==> config.mk <==
export PLATFORM = sky130hd
export DESIGN_NAME = drowsiness_feature_writer
export DESIGN_NICKNAME = d
export VERILOG_FILES = /design/src/rtl/drowsiness_feature_writer.sv
export SDC_FILE = /design/constraint.sdc
export NUM_CORES = 1
export LEC_CHECK = 0
export ABC_AREA = 0
export CORE_MARGIN = 2
export CORE_UTILIZATION = 40
export DETAILED_ROUTE_END_ITERATION = 10
export GPL_TIMING_DRIVEN = 0
export MAX_ROUTING_LAYER = met4
export PLACE_DENSITY = 0.76
export SLEW_MARGIN = 20
export SYNTH_ARGS = -nofsm -noshare
export SYNTH_HDL_FRONTEND = slang
export SYNTH_SLANG_ARGS = --single-unit
==> constraint.sdc <==
create_clock -name clk -period 2.17 [get_ports clk]
set_input_delay 0.5425 -clock clk [delete_from_list [all_inputs] [get_ports clk]]
set_output_delay 0.5425 -clock clk [all_outputs]
set_load 0.01 [all_outputs]
==> src/rtl/drowsiness_feature_writer.sv <==
// drowsiness_feature_writer
//   Write side of the drowsiness feature store. A valid/ready byte stream
//   carrying one feature vector is written feature by feature into the flat
//   SAMPLE_COUNT*FEATURE_COUNT array, starting at slot start_index. The block
//   keeps one valid bit per slot so that readers only see complete samples.
//
// Configuration macro: CHECKSUM_EN
//   Defined   : after the last feature one extra byte is accepted and compared
//               with the XOR of the features. That byte is not written. A
//               mismatch sets chk_err and keeps the slot invalid.
//   Undefined : no checksum byte is taken and chk_err is tied to 0.
//
// Handshake: a byte transfers on a rising edge where in_valid && in_ready.
//   in_ready depends only on the FSM state and never on in_valid.
//
// Ports
//   clk, rst_n       clock (rising edge), asynchronous active-low reset
//   start            one-cycle pulse that begins a load; ignored while busy
//   start_index      target slot, sampled together with start
//   in_valid/in_data/in_ready   feature byte stream
//   mem_we/mem_addr/mem_wdata   registered array write port (1-cycle latency)
//   busy             load in progress (LOAD/CHECK/DONE)
//   done             one-cycle pulse at the end of a load
//   err              sticky: start_index was out of range
//   chk_err          sticky: checksum mismatch
//   sample_valid     bit i set = slot i holds a complete sample
module drowsiness_feature_writer #(
    parameter int FEATURE_WIDTH = 8,
    parameter int FEATURE_COUNT = 136,
    parameter int SAMPLE_COUNT  = 10,
    localparam int IDX_W  = $clog2(SAMPLE_COUNT),
    localparam int ADDR_W = $clog2(FEATURE_COUNT * SAMPLE_COUNT),
    localparam int CNT_W  = $clog2(FEATURE_COUNT + 1)
) (
    input  logic                     clk,
    input  logic                     rst_n,
    input  logic                     start,
    input  logic [IDX_W-1:0]         start_index,
    input  logic                     in_valid,
    input  logic [FEATURE_WIDTH-1:0] in_data,
    output logic                     in_ready,
    output logic                     mem_we,
    output logic [ADDR_W-1:0]        mem_addr,
    output logic [FEATURE_WIDTH-1:0] mem_wdata,
    output logic                     busy,
    output logic                     done,
    output logic                     err,
    output logic                     chk_err,
    output logic [SAMPLE_COUNT-1:0]  sample_valid
);

    typedef enum logic [1:0] {
        IDLE  = 2'd0,
        LOAD  = 2'd1,
        CHECK = 2'd2,
        DONE  = 2'd3
    } state_t;

    state_t state;
    state_t state_next;

    logic [ADDR_W-1:0] base;
    logic [CNT_W-1:0]  feat_cnt;
    logic [IDX_W-1:0]  slot;

    logic handshake;
    logic start_ok;
    logic last_byte;

    assign handshake = in_valid && in_ready;
    assign start_ok  = start && (32'(start_index) < SAMPLE_COUNT);
    assign last_byte = (feat_cnt == CNT_W'(FEATURE_COUNT - 1));

    // State register
    always_ff @(posedge clk or negedge rst_n) begin
        if (!rst_n) begin
            state <= IDLE;
        end else begin
            state <= state_next;
        end
    end

    // Next-state logic
    always_comb begin
        state_next = state;
        case (state)
            IDLE:  if (start_ok) state_next = LOAD;
            LOAD: begin
                if (handshake && last_byte) begin
`ifdef CHECKSUM_EN
                    state_next = CHECK;
`else
                    state_next = DONE;
`endif
                end
            end
            CHECK: if (handshake) state_next = DONE;
            DONE:  state_next = IDLE;
            default: state_next = IDLE;
        endcase
    end

    // State-decoded outputs
    always_comb begin
        in_ready = (state == LOAD) || (state == CHECK);
        busy     = (state != IDLE);
        done     = (state == DONE);
    end

`ifdef CHECKSUM_EN
    logic [FEATURE_WIDTH-1:0] xsum;
    logic                     chk_reg;

    always_ff @(posedge clk or negedge rst_n) begin
        if (!rst_n) begin
            xsum    <= '0;
            chk_reg <= 1'b0;
        end else if (state == IDLE && start_ok) begin
            xsum    <= '0;
            chk_reg <= 1'b0;
        end else if (state == LOAD && handshake) begin
            xsum <= xsum ^ in_data;
        end else if (state == CHECK && handshake && (in_data != xsum)) begin
            chk_reg <= 1'b1;
        end
    end

    assign chk_err = chk_reg;
`else
    assign chk_err = 1'b0;
`endif

    // Datapath: slot bookkeeping, registered write port, status flags
    always_ff @(posedge clk or negedge rst_n) begin
        if (!rst_n) begin
            base         <= '0;
            feat_cnt     <= '0;
            slot         <= '0;
            mem_we       <= 1'b0;
            mem_addr     <= '0;
            mem_wdata    <= '0;
            err          <= 1'b0;
            sample_valid <= '0;
        end else begin
            mem_we <= 1'b0;
            case (state)
                IDLE: begin
                    if (start) begin
                        if (start_ok) begin
                            base     <= ADDR_W'(32'(start_index) * FEATURE_COUNT);
                            feat_cnt <= '0;
                            slot     <= start_index;
                            err      <= 1'b0;
                            // Invalidate before the first word lands so readers
                            // never see a half-rewritten sample as valid.
                            sample_valid[start_index] <= 1'b0;
                        end else begin
                            err <= 1'b1;
                        end
                    end
                end
                LOAD: begin
                    if (handshake) begin
                        mem_we    <= 1'b1;
                        mem_addr  <= base + ADDR_W'(feat_cnt);
                        mem_wdata <= in_data;
                        feat_cnt  <= feat_cnt + 1'b1;
                    end
                end
                DONE: begin
                    if (!chk_err) sample_valid[slot] <= 1'b1;
                end
                default: ;
            endcase
        end
    end

endmodule

=== Yosys cells after proc, flatten, opt, wreduce, memory -nomap -nowiden ===
Index checks and enable logic that the tools add are counted.

* Add/sub/neg operators: 2
* Multiply operators: 1
* Order comparisons: 5
* Equality and inequality tests: 9
* Multiplexer cells: 18
* Bitwise gates (word level): 3
* Reduce and logical (&&, ||, !) cells: 16

{| class="wikitable"
|+ Operators by type and width
! kind !! number
|-
| $mux 8 || 3
|-
| $mux 10 || 2
|-
| $pmux 10 s2 || 1
|-
| $pmux 8 s2 || 1
|-
| $add 11x8->11 || 1
|-
| $and 10x10->10 || 1
|-
| $lt 4x5->1 const B || 2
|-
| $ne 2x2->1 const B || 5
|-
| $not 10->10 || 1
|-
| $or 10x10->10 || 1
|-
| $reduce_and 3->1 || 3
|-
| $add 8x1->8 const B || 1
|-
| $demux 1 s4 || 2
|-
| $eq 8x8->1 const B || 1
|-
| $ge 4x1->1 const B || 2
|-
| $mul 4x5->8 const B || 1
|-
| $pmux 2 s4 || 1
|-
| $mux 2 || 3
|-
| $reduce_bool 2->1 || 3
|-
| $logic_and 1x1->1 || 5
|-
| $mux 1 || 5
|-
| $eq 2x2->1 const B || 2
|-
| $lt 4x4->1 const B || 1
|-
| $reduce_and 2->1 || 2
|-
| 4 further kinds || 4
|}

* Register bits: 53
* Bits of input ports: 16
* Output and inout bits: 35
* Word-level logic and storage cells: 63

=== Logic depth before layout (Yosys ltp) ===
Gate-level depths: netlist of the first run.

* Word-level depth: 9
* Mapped depth: 9
* Depth with buffers taken out: 8

=== Least setup slack after synthesis of the first run ===
OpenSTA, ideal clock, no wires.

* Kind: reg2reg
* Start: reg, netlist name slot[1]
* End: reg mem_addr[9]
* Library setup time: 83 ps
* Arrival: 1,864 ps
* Data required time: 2,087 ps
* Setup slack: 223 ps
* Stages on the path, launching flop included: 9
* Path buffers: 1
* Period minus slack after synthesis: 1,947 ps
* Cell sequence: dfrtp_1 -> clkbuf_1 -> inv_1 -> fa_1 -> nand2b_1 -> a21oi_1 -> o21ai_0 -> xor2_1 -> o21ai_0

{| class="wikitable"
|+ RTL lines
! item !! RTL line !! RTL
|-
| to (signal assigned) || 165 || <nowiki>mem_addr <= base + ADDR_W'(feat_cnt);</nowiki>
|-
| to (decl) || 43 || <nowiki>output logic [ADDR_W-1:0] mem_addr,</nowiki>
|}

=== Worst setup path in the final report of the first run ===
* Start: reg state[0]
* End: out busy

* Longest elaborated chain between the ends: 1

{| class="wikitable"
|+ RTL lines
! item !! RTL line !! RTL
|-
| from (decl) || 59 || <nowiki>state_t state;</nowiki>
|-
| from (signal assigned) || 79 || <nowiki>state <= state_next;</nowiki>
|-
| $reduce_bool 2->1 || 106 || <nowiki>busy = (state != IDLE);</nowiki>
|-
| to (decl) || 45 || <nowiki>output logic busy,</nowiki>
|}

Every way passes these cells.

==> results of run 1 <==
-- metal layers --
layer / share of wire / vias to the layer above / track usage
li1: - / 880 / -
met1: 0.46 / 854 / 0.200
met2: 0.49 / 36 / 0.253
met3: 0.035 / 5 / 0.0339
met4: 0.012 / 0 / 0.0483
met5: 0 / - / -
-- worst paths after layout --
path	start	endpoint	slack, ns	depth (start not counted)
max	state[0]	busy	0.1	5
min	rst_n	mem_wdata[6]	0.23	1
max reg2reg	state[0]	sample_valid[3]	0.16	7
min reg2reg	mem_addr[8]	mem_addr[8]	0.48	2
max in group asynchronous	rst_n	slot[1]	1.43	2
min in group clk	mem_addr[8]	mem_addr[8]	0.48	2
-- where the power goes --
part	internal [mW]	total, mW	switching (mW)
sequential	1.18	1.46	0.279
clock	0.223	0.501	0.277
combinational	1.02	1.92	0.898
-- area by class of cell --
class,instances,area [um2]
plain buffers,6,46.3
clock buffers,6,72.6
repair buffers,50,510
multi-input cells,156,1060
flip-flops and latches,45,1130
fillers,480,2540
well taps,72,90.1
inverters,13,48.8
clock inverters,2,10.0
-- cells in the mapped netlist (3+ instances only) --
cell and number:
o31ai_1 6, o21ai_0 19, inv_1 13, ha_1 10, nand2b_1 5, nand4_1 5
a21oi_1 5, dfrtp_1 45, and3_1 3, xor2_1 6, mux2_2 12, nor2_1 20
nand3_1 8, nor2b_1 3, xnor2_1 5, nand2_1 23
-- state kept, by name, indices dropped and copies added, names as in the netlist --
name          flops
base              1
sample_valid     10
mem_we            1
feat_cnt          8
state             2
err               1
mem_wdata         8
slot              3
mem_addr         11
-- per-stage QoR --
stage / hold WS [ns] / total power [mW] / instance area [um2]
detailed placement: 0.470 / 3.41 / 2880
floorplan: 0.247 / 2.58 / 2270
global placement: 0.460 / 3.35 / 2860
finish: 0.230 / 3.87 / 2970
global route: 0.264 / 4.22 / 2970
CTS: 0.241 / 3.90 / 2960
-- cells by family after synthesis --
logic type / after synthesis / share of synthesized area
multiplexers: 14 / 0.0688
AO/OA/AOI/OAI: 44 / 0.124
buffers and inverters: 20 / 0.0435
flip-flops: 45 / 0.495
AND/OR/NAND/NOR: 75 / 0.161
adder cells (fa/ha/maj): 11 / 0.0638
other: 1 / 0.00165
XOR/XNOR: 11 / 0.0424
==> results.rst, run 1 <==
.. list-table::
   :header-rows: 1

   * - Metric
     - Value
   * - Fraction of the yosys area taken by sequential cells
     - 0.495
   * - Biggest cell delay along the critical path
     - 0.42 ns
   * - Measured slew at the worst slew-check pin
     - 0.735 ns
   * - Number of synthesized flops with an enable pin
     - 0
   * - Core utilization of the finished layout
     - 0.539
   * - RSZ-0062 raised after global routing
     - false
   * - Setup skew after layout
     - 0.00316 ns
   * - Endpoint required time on the critical path
     - 1.63 ns
   * - Warning count from the yosys run
     - 0
   * - Flip-flop and latch count after synthesis
     - 45
   * - Synthesized net count
     - 248
   * - Crit path setup slack, layout
     - 0.0979 ns
   * - Per-instance average area after synthesis
     - 10.3 um2
   * - Antenna violations before repair
     - 0
   * - Diode count
     - 0
   * - Die extent in y
     - 79.4 um
   * - Total CTS buffers
     - 5
   * - Number of vias after detailed routing
     - 1775
   * - Placer congestion estimate
     - 0.842
   * - Most frequent cells in the layout
     - clkdlybuf4s50_1, dfrtp_1, nand2_1
   * - Worst setup timing slack at the placement stage
     - -0.128 ns
   * - GRT Util Overall
     - 0.157
   * - CTS clk-pin slew, worst paths
     - 0.08 ns
   * - CP Data Arrival Time
     - 1.53 ns
   * - Area of the core
     - 5510 um2
   * - Ordered list of cells on the worst path
     - inv_1 > ha_1 > buf_4 > inv_1 > dlygate4sd2_1
   * - Worst skew pair latency
     - 0.30 ns
   * - Average wire per standard cell
     - 12.9 um
   * - Achievable frequency
     - 0.483 GHz
   * - Initial Util
     - 0.413
   * - Startpoint Class
     - register
   * - Netlist area before placement
     - 2270 um2
   * - H-tree lvl count
     - 2
   * - TNS Setup
     - 0 ns
   * - Worst min path class
     - in -> async
   * - Async set or reset register ratio after synthesis
     - 1.00
   * - Most common cell after layout, fill and taps aside
     - clkdlybuf4s50_1
   * - Worst path slowest cell
     - dfrtp_1
   * - Number of sinks on the clock net
     - 45
   * - Most area-hungry cell type in the Yosys netlist
     - dfrtp_1
   * - Worst path buffer plus inverter count
     - 4
   * - Fraction of layout instances using a drive strength above 1
     - 0.122
   * - Post-cts hold buffer count
     - 0
   * - Type of element capturing the critical path
     - output pin
   * - Setup repair bufs after CTS
     - 0
   * - Max FO, Critical Path
     - 9
   * - Number of global-route vias before repair
     - 1652
   * - First-pass iteration count of the detailed router
     - 4
   * - Delay-heaviest family, CP
     - buffers and inverters
   * - Site Rows
     - 27
   * - Die Width
     - 79.4 um
   * - Top cell type's share of synthesized area
     - 0.495
   * - Headroom to the max-slew limit
     - 0.505
   * - HPWL after DPL
     - 3.44 mm
   * - Port Buf Inserts
     - 49
   * - Max-slew violation count
     - 0
   * - Die ar.
     - 6310 um2
   * - Setup Viol. Count Final
     - 0
   * - Buffer depth of the longest clock path
     - 2
   * - Cell at the root of the clock tree
     - clkbuf_8
   * - Final hold violation count
     - 0
   * - Max-cap violations
     - 0
   * - Total of cells resized after clock tree synthesis
     - 3
   * - Ratio of routed vias to standard cells
     - 5.07
   * - First-pass GRT wire length
     - 7.58 mm
   * - Fraction of the cycle the final worst path needs
     - 0.955
   * - Wire length after detailed routing
     - 4.51 mm
   * - Count of placed standard cells including taps
     - 343
   * - Number of distinct library cells after synthesis
     - 41
   * - Leak
     - 1.29 nW
   * - Residual DRC
     - 0
   * - Largest voltage drop on the vdd net
     - 526 uV
   * - Outcome
     - finished clean
   * - Pin count of the biggest net entering global routing
     - 24
   * - Number of instances in the synthesized netlist
     - 221
   * - Path type of the worst setup path
     - reg -> out
   * - TritonCTS clock tree
     - done
   * - Primary FF master, synth
     - dfrtp_1
   * - Cell Count, Final, Fillers Out
     - 350
   * - Synth-to-Final Area Change
     - 30.5%
   * - Number of nets in the layout
     - 304
   * - Cell Pwr Density
     - 1300 nW/um2
   * - Top area cells in the synthesized netlist
     - dfrtp_1, mux2_2, ha_1, o21ai_0, nand2_1
   * - Remaining antenna violation count
     - 0
   * - Min cycle time layout
     - 2.07 ns
   * - Top Ports
     - 51
   * - Cell mode on critical path
     - inv_1
   * - Global route total overflow
     - 0
   * - Iteration-0 DRC Markers
     - 104
Power figures use the tool's default switching activity.
==> run 2: changes to the inputs <==
--- a/config.mk
+++ b/config.mk
@@ -8,6 +8,7 @@
 export ABC_AREA = 0
 export CORE_MARGIN = 2
 export CORE_UTILIZATION = 40
+export CTS_CLUSTER_SIZE = 14
 export DETAILED_ROUTE_END_ITERATION = 10
 export GPL_TIMING_DRIVEN = 0
 export MAX_ROUTING_LAYER = met4
==> results of run 2 <==
Same layout as run 1: the final DEF is identical, and so are final timing and power.
==> run 3: changes to the inputs <==
--- a/config.mk
+++ b/config.mk
@@ -6,14 +6,17 @@
 export NUM_CORES = 1
 export LEC_CHECK = 0
 export ABC_AREA = 0
+export CELL_PAD_IN_SITES_DETAIL_PLACEMENT = 2
+export CELL_PAD_IN_SITES_GLOBAL_PLACEMENT = 2
 export CORE_MARGIN = 2
-export CORE_UTILIZATION = 40
+export CORE_UTILIZATION = 31
 export CTS_CLUSTER_SIZE = 14
 export DETAILED_ROUTE_END_ITERATION = 10
 export GPL_TIMING_DRIVEN = 0
 export MAX_ROUTING_LAYER = met4
-export PLACE_DENSITY = 0.76
+export PLACE_DENSITY = 0.89
 export SLEW_MARGIN = 20
 export SYNTH_ARGS = -nofsm -noshare
 export SYNTH_HDL_FRONTEND = slang
 export SYNTH_SLANG_ARGS = --single-unit
+export TNS_END_PERCENT = 1
==> results.rst, run 3 (synthesis results as in run 1) <==
.. list-table::
   :header-rows: 1

   * - Metric
     - Value
   * - Worst min path class
     - in -> async
   * - Largest registers ranked by flip-flop count
     - mem_addr: 11 flops, sample_valid: 10 flops
   * - Most frequent cells in the layout
     - clkdlybuf4s50_1, dfrtp_1, nand2_1
   * - Die ar.
     - 8040 um2 (+27%)
   * - Number of nets in the layout
     - 304 (unchanged)
   * - Number of global-route vias before repair
     - 2034 (+23%)
   * - GRT Util Overall
     - 0.186 (+0.0285)
   * - Crit path setup slack, layout
     - 0.0492 ns (-0.0487 ns)
   * - Count of placed standard cells including taps
     - 370 (+7.9%)
   * - Fill cell count
     - 766 (+60%)
   * - RSZ-0062 raised after global routing
     - true
   * - Largest register by flop count
     - mem_addr
   * - Top Ports
     - 51 (unchanged)
   * - Sequential cell fraction of total power
     - 0.362 (-0.014)
   * - Delay-heaviest family, CP
     - buffers and inverters
   * - TritonCTS clock tree
     - done
   * - Min cycle time layout
     - 2.12 ns (+0.0487 ns)
   * - Number of sinks on the clock net
     - 45 (unchanged)
   * - Type of element capturing the critical path
     - output pin
   * - Antenna violations before repair
     - 0 (unchanged)
   * - Die Width
     - 89.7 um (+13%)
   * - Total CTS buffers
     - 5 (unchanged)
   * - Cell at the root of the clock tree
     - clkbuf_8
   * - First-pass iteration count of the detailed router
     - 4 (unchanged)
   * - Register-to-Register Setup Slack
     - 0.06 ns (-0.10 ns)
   * - TNS Setup
     - 0 ns (unchanged)
   * - H-tree lvl count
     - 2 (unchanged)
   * - Max FO, Critical Path
     - 9 (unchanged)
   * - Net Switching
     - 1.65 mW (+13%)
   * - Cell Pwr Density
     - 1360 nW/um2 (+4.3%)
   * - Worst setup timing slack at the placement stage
     - -0.459 ns (-0.331 ns)
   * - Worst path buffer plus inverter count
     - 1 (-3)
   * - Wire length after detailed routing
     - 6.65 mm (+47%)
   * - Port Buf Inserts
     - 49 (unchanged)
   * - Iteration-0 DRC Markers
     - 78 (-25%)
   * - Headroom to the max-slew limit
     - 0.624 (+0.119)
   * - Final hold violation count
     - 0 (unchanged)
   * - Remaining antenna violation count
     - 0 (unchanged)
   * - Share of power burned in combinational logic
     - 0.511 (+0.016)
   * - Startpoint Class
     - register
   * - Worst skew pair latency
     - 0.30 ns (about the same)
   * - Area of the core
     - 7180 um2 (+30%)
   * - Fraction of layout instances using a drive strength above 1
     - 0.137 (+0.0144)
   * - Largest voltage drop on the vdd net
     - 417 uV (-21%)
   * - Initial Util
     - 0.317 (-0.0961)
   * - P_int
     - 2.43 mW (+0.60%)
   * - CTS clk-pin slew, worst paths
     - 0.09 ns (about the same)
   * - Site Rows
     - 31 (+15%)
   * - Setup Viol. Count Final
     - 0 (unchanged)
   * - Diode count
     - 0 (unchanged)
   * - Start of the worst register-to-register path
     - slot[1]
   * - Clock share of power
     - 0.127 (-0.002)
   * - Setup skew after layout
     - 0.00834 ns (+0.00517 ns)
   * - Flip-flop count of the largest register, all copies and words added
     - 11 (unchanged)
   * - Buffer depth of the longest clock path
     - 2 (unchanged)
   * - Achievable frequency
     - 0.472 GHz (-2.3%)
   * - Cell Count, Final, Fillers Out
     - 377 (+7.7%)
   * - HPWL after DPL
     - 4.93 mm (+43%)
   * - CP Data Arrival Time
     - 1.58 ns (+0.05 ns)
   * - Synth-to-Final Area Change
     - 31.8%
   * - Residual DRC
     - 0 (unchanged)
   * - Switching share of power
     - 0.404 (+0.0282)
   * - Post-cts hold buffer count
     - 0 (unchanged)
   * - Global route total overflow
     - 0 (unchanged)
   * - Ratio of routed vias to standard cells
     - 4.96 (-2.1%)
   * - Measured slew at the worst slew-check pin
     - 0.559 ns (-0.176 ns)
   * - Pin count of the biggest net entering global routing
     - 26 (+8.3%)
   * - Outcome
     - finished clean
   * - Leak
     - 1.28 nW (-1.1%)
   * - Biggest cell delay along the critical path
     - 0.57 ns (+0.15 ns)
   * - Ordered list of cells on the worst path
     - ha_2 > clkdlybuf4s50_1
   * - Average wire per standard cell
     - 17.6 um (+37%)
   * - Number of vias after detailed routing
     - 1871 (+5.4%)
   * - Placer congestion estimate
     - 0.816 (-3.0%)
   * - Max-slew violation count
     - 0 (unchanged)
   * - Die extent in y
     - 89.7 um (+13%)
   * - First-pass GRT wire length
     - 10.8 mm (+43%)
   * - Worst path slowest cell
     - clkdlybuf4s50_1
   * - Fraction of the cycle the final worst path needs
     - 0.977 (+0.0224)
   * - Max-cap violations
     - 0 (unchanged)
   * - Path type of the worst setup path
     - reg -> out
   * - Most common cell after layout, fill and taps aside
     - clkdlybuf4s50_1
   * - Endpoint required time on the critical path
     - 1.63 ns (about the same)
   * - Worst setup startpoint
     - state[1]
## run 3: repair_timing
action                                 4_1_cts  5_1_grt
setup buffers                                0        0
resized for setup                            7        3
endpoints found under the hold margin        0        0
setup endpoints to repair                    5        6
gates cloned                                 0        0
## run 3: power groups by stage
stage                     clock, mW  sequential, mW  combinational [mW]
after floorplan                   0            1.50                1.08
after global placement            0            1.44                1.96
after detailed placement          0            1.47                2.11
after CTS                     0.533            1.49                2.13
after global routing          0.569            1.54                2.33
final                         0.516            1.48                2.09
## run 3: path summary, 6_finish.rpt
| kind | cells after the start | to |
|---|---|---|
| hold reg to reg | 2 | mem_addr[7] |
| hold / removal | 1 | mem_wdata[6] |
| setup / recovery | 2 | done |
| max in group asynchronous | 2 | feat_cnt[3] |
| min in group clk | 2 | mem_addr[7] |
| setup reg to reg | 7 | mem_addr[9] |
## run 3: cell type report
cell class,count,area (um2),share of cell area
clock inverters,1,7.51,0.00250
inverters,13,48.8,0.0163
plain buffers,6,46.3,0.0154
clock buffers,7,76.3,0.0254
multi-input cells,156,1060,0.355
repair buffers,50,503,0.168
flip-flops and latches,45,1130,0.377
well taps,99,124,0.0413
## run 3: per-layer routing
metal / vias up / wire length (um) / share of wire / global-route usage
li1: 874 / - / - / -
met1: 943 / 2740 / 0.41 / 0.234
met2: 47 / 3580 / 0.54 / 0.308
met3: 7 / 246 / 0.037 / 0.0311
met4: 0 / 88 / 0.013 / 0.0516
met5: - / 0 / 0 / -
## run 3: through the flow
step                      instance area, um2  total power [mW]   util  hold WS [ns]
after floorplan                         2270              2.58      -         0.247
after global placement                  2890              3.40  0.403         0.462
after detailed placement                2900              3.58  0.405         0.480
after CTS                               2990              4.15  0.417         0.208
after global routing                    3000              4.43  0.418         0.225
final                                   3000              4.08  0.418         0.200
